==> src/rtl/video_test_pattern_generator_if.sv <==
// Pixel stream between the generator source and a colour client: position and
// enable toward the client, colour and delayed enable back.
interface video_test_pattern_generator_if #(
    parameter int HACTIVE_BITS = 11,
    parameter int VACTIVE_BITS = 11
);
    logic [HACTIVE_BITS-1:0] hPos;
    logic [VACTIVE_BITS-1:0] vPos;
    logic                    dataEnable;
    logic [7:0]              r;
    logic [7:0]              g;
    logic [7:0]              b;
    logic                    dataEnableDelayed;

    modport master (output hPos, vPos, dataEnable, input  r, g, b, dataEnableDelayed);
    modport slave  (input  hPos, vPos, dataEnable, output r, g, b, dataEnableDelayed);
endinterface

==> src/rtl/video_test_pattern_generator.sv <==
// Test pattern colour client, fixed 2-cycle latency, one pixel per clock.
// Define VIDEO_TEST_PATTERN_ANIMATION_EN to build the frame counter (moving bar, ramp blue).
module video_test_pattern_generator #(
    parameter int HACTIVE_BITS  = 11,
    parameter int VACTIVE_BITS  = 11,
    parameter int CHECKER_SHIFT = 4
) (
    input  logic                     scalerClock,
    input  logic                     reset,
    video_test_pattern_generator_if.slave pix,
    input  logic [2:0]               patternSelect,
    input  logic [23:0]              solidColor,
    input  logic [HACTIVE_BITS-1:0]  sourceColumns,
    input  logic [VACTIVE_BITS-1:0]  sourceRows,
    output logic                     barsReady
);
    localparam logic [23:0] WHITE = 24'hFFFFFF;
    localparam logic [HACTIVE_BITS-1:0] H_ONE = 1;
    localparam logic [VACTIVE_BITS-1:0] V_ONE = 1;

    typedef enum logic {IDLE, CALC} thr_state_t;

    thr_state_t                    state, state_nxt;
    logic [HACTIVE_BITS-1:0]       col_shadow, thr_acc, thr_step, thr_sum;
    logic [6:0][HACTIVE_BITS-1:0]  thr;
    logic [2:0]                    thr_k;
    logic                          calc_pending, thr_load, thr_wr;

    assign thr_step = col_shadow >> 3;
    assign thr_sum  = thr_acc + thr_step;

    always_ff @(posedge scalerClock or negedge reset) begin
        if (!reset) state <= IDLE;
        else        state <= state_nxt;
    end

    // A width change seen in CALC reloads the shadow and restarts from T1.
    always_comb begin
        state_nxt = state;
        thr_load  = 1'b0;
        thr_wr    = 1'b0;
        case (state)
            IDLE: if (calc_pending || sourceColumns != col_shadow) begin
                thr_load  = 1'b1;
                state_nxt = CALC;
            end
            CALC: if (sourceColumns != col_shadow) begin
                thr_load = 1'b1;
            end else begin
                thr_wr = 1'b1;
                if (thr_k == 3'd7) state_nxt = IDLE;
            end
            default: state_nxt = IDLE;
        endcase
    end

    always_ff @(posedge scalerClock or negedge reset) begin
        if (!reset) begin
            col_shadow   <= '0;
            thr_acc      <= '0;
            thr          <= '0;
            thr_k        <= 3'd1;
            barsReady    <= 1'b0;
            calc_pending <= 1'b1;
        end else if (thr_load) begin
            col_shadow   <= sourceColumns;
            thr_acc      <= '0;
            thr_k        <= 3'd1;
            barsReady    <= 1'b0;
            calc_pending <= 1'b0;
        end else if (thr_wr) begin
            thr[thr_k - 3'd1] <= thr_sum;
            thr_acc           <= thr_sum;
            thr_k             <= thr_k + 3'd1;
            if (thr_k == 3'd7) barsReady <= 1'b1;
        end
    end

    logic        v_zero, seen_de, prev_v_zero, frame_start;
    logic [2:0]  act_pat;
    logic [23:0] act_color;

    assign v_zero      = (pix.vPos == '0);
    assign frame_start = pix.dataEnable && v_zero && (!seen_de || !prev_v_zero);

    always_ff @(posedge scalerClock or negedge reset) begin
        if (!reset) begin
            seen_de     <= 1'b0;
            prev_v_zero <= 1'b0;
            act_pat     <= '0;
            act_color   <= '0;
        end else begin
            if (pix.dataEnable) begin
                seen_de     <= 1'b1;
                prev_v_zero <= v_zero;
            end
            if (frame_start) begin
                act_pat   <= patternSelect;
                act_color <= solidColor;
            end
        end
    end

`ifdef VIDEO_TEST_PATTERN_ANIMATION_EN
    logic [7:0] frame_cnt;
    always_ff @(posedge scalerClock or negedge reset) begin
        if (!reset)           frame_cnt <= '0;
        else if (frame_start) frame_cnt <= frame_cnt + 8'd1;
    end
`endif

    logic [2:0] bar_idx;
    always_comb begin
        bar_idx = '0;
        for (int k = 0; k < 7; k++)
            if (thr[k] <= pix.hPos) bar_idx = bar_idx + 3'd1;
    end

    logic [1:0]              vld_pipe;
    logic [HACTIVE_BITS-1:0] h1;
    logic [VACTIVE_BITS-1:0] v1;
    logic [2:0]              bar1;
    logic                    checker1, grid1, border1, ready1;

    always_ff @(posedge scalerClock or negedge reset) begin
        if (!reset) begin
            vld_pipe <= '0;
            h1       <= '0;
            v1       <= '0;
            bar1     <= '0;
            checker1 <= 1'b0;
            grid1    <= 1'b0;
            border1  <= 1'b0;
            ready1   <= 1'b0;
        end else begin
            vld_pipe <= {vld_pipe[0], pix.dataEnable};
            h1       <= pix.hPos;
            v1       <= pix.vPos;
            bar1     <= bar_idx;
            checker1 <= pix.hPos[CHECKER_SHIFT] ^ pix.vPos[CHECKER_SHIFT];
            grid1    <= (pix.hPos[CHECKER_SHIFT-1:0] == '0) || (pix.vPos[CHECKER_SHIFT-1:0] == '0);
            border1  <= (pix.hPos == sourceColumns - H_ONE) || (pix.vPos == sourceRows - V_ONE);
            ready1   <= barsReady;
        end
    end

    logic [23:0] color;
`ifdef VIDEO_TEST_PATTERN_ANIMATION_EN
    logic [7:0] mb_off;
    assign mb_off = h1[7:0] - frame_cnt;
`endif

    always_comb begin
        color = '0;
        case (act_pat)
            3'd0: color = act_color;
            3'd1: if (ready1) begin
                case (bar1)
                    3'd0:    color = 24'hFFFFFF;
                    3'd1:    color = 24'hFFFF00;
                    3'd2:    color = 24'h00FFFF;
                    3'd3:    color = 24'h00FF00;
                    3'd4:    color = 24'hFF00FF;
                    3'd5:    color = 24'hFF0000;
                    3'd6:    color = 24'h0000FF;
                    default: color = 24'h000000;
                endcase
            end
            3'd2: color = {3{h1[7:0]}};
            3'd3: color = checker1 ? WHITE : 24'h000000;
            3'd4: color = (grid1 || border1) ? WHITE : 24'h202020;
`ifdef VIDEO_TEST_PATTERN_ANIMATION_EN
            3'd5: color = (mb_off < 8'd16) ? WHITE : 24'h000000;
            3'd6: color = {h1[7:0], v1[7:0], frame_cnt};
`else
            3'd6: color = {h1[7:0], v1[7:0], 8'h00};
`endif
            default: color = '0;
        endcase
    end

    always_ff @(posedge scalerClock or negedge reset) begin
        if (!reset) begin
            pix.r <= '0;
            pix.g <= '0;
            pix.b <= '0;
        end else begin
            {pix.r, pix.g, pix.b} <= vld_pipe[0] ? color : 24'h000000;
        end
    end

    assign pix.dataEnableDelayed = vld_pipe[1];
endmodule

==> src/flat_wrapper.sv <==
// flat-port wrapper written by rule: the top's interface ports become plain ports
module video_test_pattern_generator_flat 
#(
    parameter int HACTIVE_BITS  = 11,
    parameter int VACTIVE_BITS  = 11,
    parameter int CHECKER_SHIFT = 4
)
  (scalerClock, reset, patternSelect, solidColor, sourceColumns, sourceRows, barsReady, pix_hPos, pix_vPos, pix_dataEnable, pix_r, pix_g, pix_b, pix_dataEnableDelayed);
  video_test_pattern_generator_if #(.HACTIVE_BITS(HACTIVE_BITS), .VACTIVE_BITS(VACTIVE_BITS)) pix_i ();
  input  logic scalerClock;
  input  logic reset;
  input  logic [2:0] patternSelect;
  input  logic [23:0] solidColor;
  input  logic [HACTIVE_BITS-1:0] sourceColumns;
  input  logic [VACTIVE_BITS-1:0] sourceRows;
  output logic barsReady;
  input wire logic [$bits(pix_i.hPos)-1:0] pix_hPos;
  input wire logic [$bits(pix_i.vPos)-1:0] pix_vPos;
  input wire logic [$bits(pix_i.dataEnable)-1:0] pix_dataEnable;
  output wire logic [$bits(pix_i.r)-1:0] pix_r;
  output wire logic [$bits(pix_i.g)-1:0] pix_g;
  output wire logic [$bits(pix_i.b)-1:0] pix_b;
  output wire logic [$bits(pix_i.dataEnableDelayed)-1:0] pix_dataEnableDelayed;
  assign pix_i.hPos = pix_hPos;
  assign pix_i.vPos = pix_vPos;
  assign pix_i.dataEnable = pix_dataEnable;
  assign pix_r = pix_i.r;
  assign pix_g = pix_i.g;
  assign pix_b = pix_i.b;
  assign pix_dataEnableDelayed = pix_i.dataEnableDelayed;
  video_test_pattern_generator #(.HACTIVE_BITS(HACTIVE_BITS), .VACTIVE_BITS(VACTIVE_BITS), .CHECKER_SHIFT(CHECKER_SHIFT)) u_core (.scalerClock(scalerClock), .reset(reset), .pix(pix_i), .patternSelect(patternSelect), .solidColor(solidColor), .sourceColumns(sourceColumns), .sourceRows(sourceRows), .barsReady(barsReady));
endmodule
==> config.mk <==
export PLATFORM = sky130hd
export DESIGN_NAME = video_test_pattern_generator_flat
export DESIGN_NICKNAME = d
export VERILOG_FILES = /design/src/rtl/video_test_pattern_generator_if.sv /design/src/rtl/video_test_pattern_generator.sv /design/src/flat_wrapper.sv
export SDC_FILE = /design/constraint.sdc
export NUM_CORES = 1
export LEC_CHECK = 0
export ABC_AREA = 1
export CORE_AREA = 2 2 136 138
export DETAILED_ROUTE_END_ITERATION = 10
export DIE_AREA = 0 0 138 140
export HOLD_SLACK_MARGIN = 0.1
export PLACE_DENSITY_LB_ADDON = 0.25
export SKIP_LAST_GASP = 1
export SLEW_MARGIN = 0
export SYNTH_ARGS = -nofsm -noshare
export SYNTH_HDL_FRONTEND = slang
export SYNTH_SLANG_ARGS = --single-unit
==> constraint.sdc <==
create_clock -name scalerClock -period 4.5 [get_ports scalerClock]
set_input_delay 0.45 -clock scalerClock [delete_from_list [all_inputs] [get_ports scalerClock]]
set_output_delay 0.45 -clock scalerClock [all_outputs]
set_load 0.005 [all_outputs]
Word-level counts from Yosys, hierarchy flattened
Index checks and enable logic that the tools add are counted.
{"block": "word_totals", "reg_bits": 183, "latch_bits": 0, "ram_bits": 0, "romBits": 0, "in_bits": 74, "output_inout_bits": 26, "elab_cells": 116, "n_memories": 0}
{"block": "classes", "add_sub_neg": 11, "n_mul": 0, "div_mod_pow": 0, "n_lt_le_gt_ge": 9, "eq_ne": 15, "shifts": 0, "muxes": 31, "bitwise": 3, "reduce_logical": 19}
{"operator": "$pmux 24 s7", "n": 1}
{"operator": "$pmux 24 s6", "n": 1}
{"operator": "$mux 24", "n": 4}
{"operator": "$bwmux 77", "n": 1}
{"operator": "$le 11x11->1", "n": 7}
{"operator": "$demux 11 s3", "n": 1}
{"operator": "$mux 11", "n": 3}
{"operator": "$mux 3", "n": 8}
{"operator": "$eq 11x11->1", "n": 2}
{"operator": "$sub 11x1->11 const B", "n": 2}
{"operator": "$add 3x1->3 const B", "n": 6}
{"operator": "$eq 3x3->1 const B", "n": 6}
{"operator": "$eq 3x2->1 const B", "n": 4}
{"operator": "$add 11x8->11", "n": 1}
{"operator": "$logic_not 11->1", "n": 1}
{"operator": "$ne 11x11->1", "n": 1}
{"operator": "$mux 1", "n": 10}
{"operator": "$logic_not 4->1", "n": 2}
{"operator": "$eq 3x1->1 const B", "n": 2}
{"operator": "$logic_not 3->1", "n": 2}
{"operator": "$logic_or 1x1->1", "n": 5}
{"operator": "$lt 3x4->1 const B", "n": 1}
{"operator": "$pmux 1 s2", "n": 2}
{"operator": "$reduce_and 2->1", "n": 2}
{"operator": "other kinds (8)", "n": 13}

Depth between registers and ports, before layout
{"block": "depth", "depth_word": 14, "depth_mapped": 33}

Worst setup path after synthesis
OpenSTA, ideal clock, no wires.
{"block": "synth_path", "kind": "input to register", "startpoint": "input port pix_hPos[4]", "endpoint": "register u_core.bar1[2]", "setup_time_ps": 117, "arrival_time_ps": 4033, "slack_ps": 350, "cell_stages": 30, "n_path_buf": 0, "cell_sequence": "inv_1 ha_1 a21o_1 a31oi_1 o21ai_0 a21oi_1 nor2_1 o21ai_0 nand2_1 nand2_1 inv_1 ha_1 inv_1 nand2_1 nand2_1 ha_1 nand2_1 nand2_1 nand2_1 nand2_1 nand2_1 nand2_1 ha_1 or2_2 and2_1 ha_1 nand2_1 nand4_1 nand3_1 nand2_1"}
{"block": "synth_via", "elab_chain_len": 14, "elab_cells_between_ends": 20, "classes_between": "add/sub: 6; order compare: 7; mux: 7"}
{"item": "start, declared", "line": "flat_wrapper.sv:17", "text": "input wire logic [$bits(pix_i.hPos)-1:0] pix_hPos;"}
{"item": "$le 11x11->1", "line": "video_test_pattern_generator.sv:116", "text": "if (thr[k] <= pix.hPos) bar_idx = bar_idx + 3'd1;"}
{"item": "$mux 1", "line": "video_test_pattern_generator.sv:116"}
{"item": "$add 1x1->2", "line": "video_test_pattern_generator.sv:116"}
{"item": "$mux 3", "line": "video_test_pattern_generator.sv:116"}
{"item": "$add 3x1->3", "line": "video_test_pattern_generator.sv:116"}
{"item": "$mux 3", "line": "video_test_pattern_generator.sv:116"}
{"item": "$add 3x1->3", "line": "video_test_pattern_generator.sv:116"}
{"item": "$mux 3", "line": "video_test_pattern_generator.sv:116"}
{"item": "$add 3x1->3", "line": "video_test_pattern_generator.sv:116"}
{"item": "$mux 3", "line": "video_test_pattern_generator.sv:116"}
{"item": "$add 3x1->3", "line": "video_test_pattern_generator.sv:116"}
{"item": "$mux 3", "line": "video_test_pattern_generator.sv:116"}
{"item": "$add 3x1->3", "line": "video_test_pattern_generator.sv:116"}
{"item": "$mux 3 *", "line": "video_test_pattern_generator.sv:116"}
{"item": "net u_core.bar_idx[2]", "line": "video_test_pattern_generator.sv:112", "text": "logic [2:0] bar_idx;"}
{"item": "end signal, assigned", "line": "video_test_pattern_generator.sv:139", "text": "bar1 <= bar_idx;"}
{"item": "end, declared", "line": "video_test_pattern_generator.sv:122", "text": "logic [2:0] bar1;"}
The timed path passes the listed nets; every way through them passes the cells marked *.
A chain may end at the register's enable or synchronous reset.

Worst setup path in the final report
{"block": "layout_path", "startpoint": "input port pix_hPos[10]", "endpoint": "register u_core.bar1[2]"}
The elaborated chain is that of the path after synthesis.

==> results.toml <==
[drt]
vias_per_cell = 5.44
wl_mm = 24.8
vias = 8359
drc_errors = 0
dr.first_iter.drc_count = 540
ant_nets = 0
first_pass_iters = 5
wl_per_cell_um = 16.1

[setup_path]
path_common_cell = "nand2_1"
critical_path_required_ns = 4.83
worstPathMaxFanout = 3
cp_slowest_cell = "clkdlybuf4s50_1"
slowest_delay_ns = 0.52
start_kind = "input pin"
critPathTopFamily = "simple AND/OR/NAND/NOR gates"
path_class = "in -> reg"
endpoint_kind = "register"
worst-path-buf-inv = 6
worstPathArrival_ns = 4.58

[sta]
slew_headroom = 0.299
skew_ns = 0.0118
hold_viol = 0
finalCritPeriodShare = 0.946
max_freq_mhz = 235
tightest_slew_ns = 1.04
slew_violations = 0
finalSetupViolations = 0
tns_ns = 0
period_needed_ns = 4.26
holdWs_ns = 0.303

[yosys]
synth_warnings = 0
syn_inst = 1164
yosysMostFrequentCell = "nand2_1"
netlist_top_cells_area = "dfrtp_1 (45%), ha_1 (12%), nand2_1 (11%)"
ys_seq_area_frac = 0.450
synth_edf_count = 0
synth_common_cells = "nand2_1 (287), dfrtp_1 (181), inv_1 (131), ha_1 (97)"
synth_cell_types = 44
async_flop_share = 1.00
synth.top_cell.area_share = 0.445
yosys.area.top_type = "dfrtp_1"
ys_ff_latch = 183
synth_nets = 1336
netlist_area_um2 = 10200
synth_flop_cell = "dfrtp_1"
syn_avg_cell_area_um2 = 8.74

[clock_network]
insertion_delay_ns = 0.44
cts_buffer_depth = 2
cts_made_buffers = 17
htree_levels = 4
cts_root_buf = "clkbuf_16"
path_clk_slew_ns = 0.07
cts_tree = "yes"
cts.sinks = 183

[floorplan]
rows = 49
pin_count = 100
die_h_um = 140
die_w_um = 138
start_util = 0.572
die_area_um2 = 19300
core_area_um2 = 17800

[grt]
grt_pass1_wl_mm = 41.0
track_usage = 0.266
grt_max_degree = 98
overflow = 0
antenna_found_initial = 0
grt_pass1_vias = 8249

[placement]
place_congestion = 0.923
io_buffers = 99
dp_cells = 1502
post-dp-hpwl_mm = 18.7

[power_and_ir_drop]
power_leakage_nw = 6.22
p_per_area_nw_per_um2 = 281
ir_worst_vdd_mv = 0.313
design_power_total_mw = 3.45

[cells_and_area]
fill_cells = 1424
layoutNonFillerInstCount = 1536
final_nets = 1466
drive_gt1_frac = 0.0995
syn_to_final_growth_pct = 20.7
diodes = 0

[outcome]
run_status = "finished clean"

[worst_hold_path]
hp-class = "in -> reg"

[job]
max-cap-violations = 0
==> stage by stage <==
step	utilization	setup WS (ns)	area, um^2
3_5_place_dp	0.652	-0.343	11600
5_1_grt	0.691	-0.0411	12300
4_1_cts	0.685	0.0641	12200
6_report	0.691	0.244	12300
3_3_place_gp	0.652	-0.241	11600
2_1_floorplan	-	0.350	10200
==> worst paths after layout <==
path	slack [ns]	cells past startpoint	end	startpoint
worst max-delay path	0.24	29	u_core.bar1[2]$_DFF_PN0_	pix_hPos[10]
worst max register to register	0.32	29	u_core.bar1[2]$_DFF_PN0_	u_core.thr[1]$_DFFE_PN0P_
worst min register to register	0.38	0	u_core.vld_pipe[1]$_DFF_PN0_	u_core.vld_pipe[0]$_DFF_PN0_
max in group asynchronous	2.88	3	u_core.thr_k[0]$_DFFE_PN1P_	reset
worst min-delay path	0.30	2	u_core.h1[3]$_DFF_PN0_	pix_hPos[3]
min in group asynchronous	0.63	2	u_core.pix.b[3]$_DFF_PN0_	reset
==> flip-flops by register name (all words and copies together), names as in the netlist, 2 cells and up <==
signal	flops
u_core.act_color	24
u_core.act_pat	3
u_core.bar1	3
u_core.col_shadow	11
u_core.h1	8
u_core.pix.b	8
u_core.pix.g	8
u_core.pix.r	8
u_core.thr	77
u_core.thr_acc	11
u_core.thr_k	3
u_core.v1	8
u_core.vld_pipe	2
==> logic make-up after synthesis <==
logic type,after synthesis,synth area share
simple gates,438,0.188
compound gates,225,0.127
buf+inv,170,0.0697
xor+xnor,50,0.0438
fa+ha+maj,98,0.121
flops,183,0.450
==> report_power, final <==
group | leakage, nW | internal [mW] | switching, mW
Clock | 0.278 | 0.747 | 0.699
Sequential | 2.42 | 1.66 | 0.0109
Combinational | 3.52 | 0.141 | 0.186
==> timing repair <==
item	CTS	global route
hold buffers	1	0
endpoints found under the hold margin	27	0
gates resized for setup	0	28
setup buffers	0	1
setup endpoints to repair	0	2
==> metal layers <==
metal  share of wire  vias to the layer above  GRT usage
met4           0.032                        0      0.104
li1                -                     4108          -
met2            0.48                      193      0.440
met1            0.45                     4001      0.355
met3           0.036                       57     0.0403
met5               0                        -          0
==> cell type report <==
cell class | count | area [um^2] | share of cell area
clock buffers | 18 | 439 | 0.0358
clock inverters | 14 | 136 | 0.0111
inverters | 138 | 518 | 0.0422
multi-input cells | 811 | 4970 | 0.405
flip-flops and latches | 183 | 4580 | 0.373
well taps | 229 | 287 | 0.0233
repair buffers | 143 | 1350 | 0.110
==> cells in the final DEF (no fill, tap or decap), types with 35 or more instances in the layout <==
cell / Yosys / routed
a21oi_1: 44 / 42
buf_4: 0 / 42
nand2_1: 287 / 282
nor2_1: 70 / 70
dfrtp_1: 181 / 181
o21ai_0: 70 / 66
ha_1: 97 / 92
nand3_1: 35 / 35
inv_1: 131 / 124
o21ai_1: 55 / 59
clkdlybuf4s50_1: 0 / 93
Note: power is estimated with default switching activity, not from simulation.
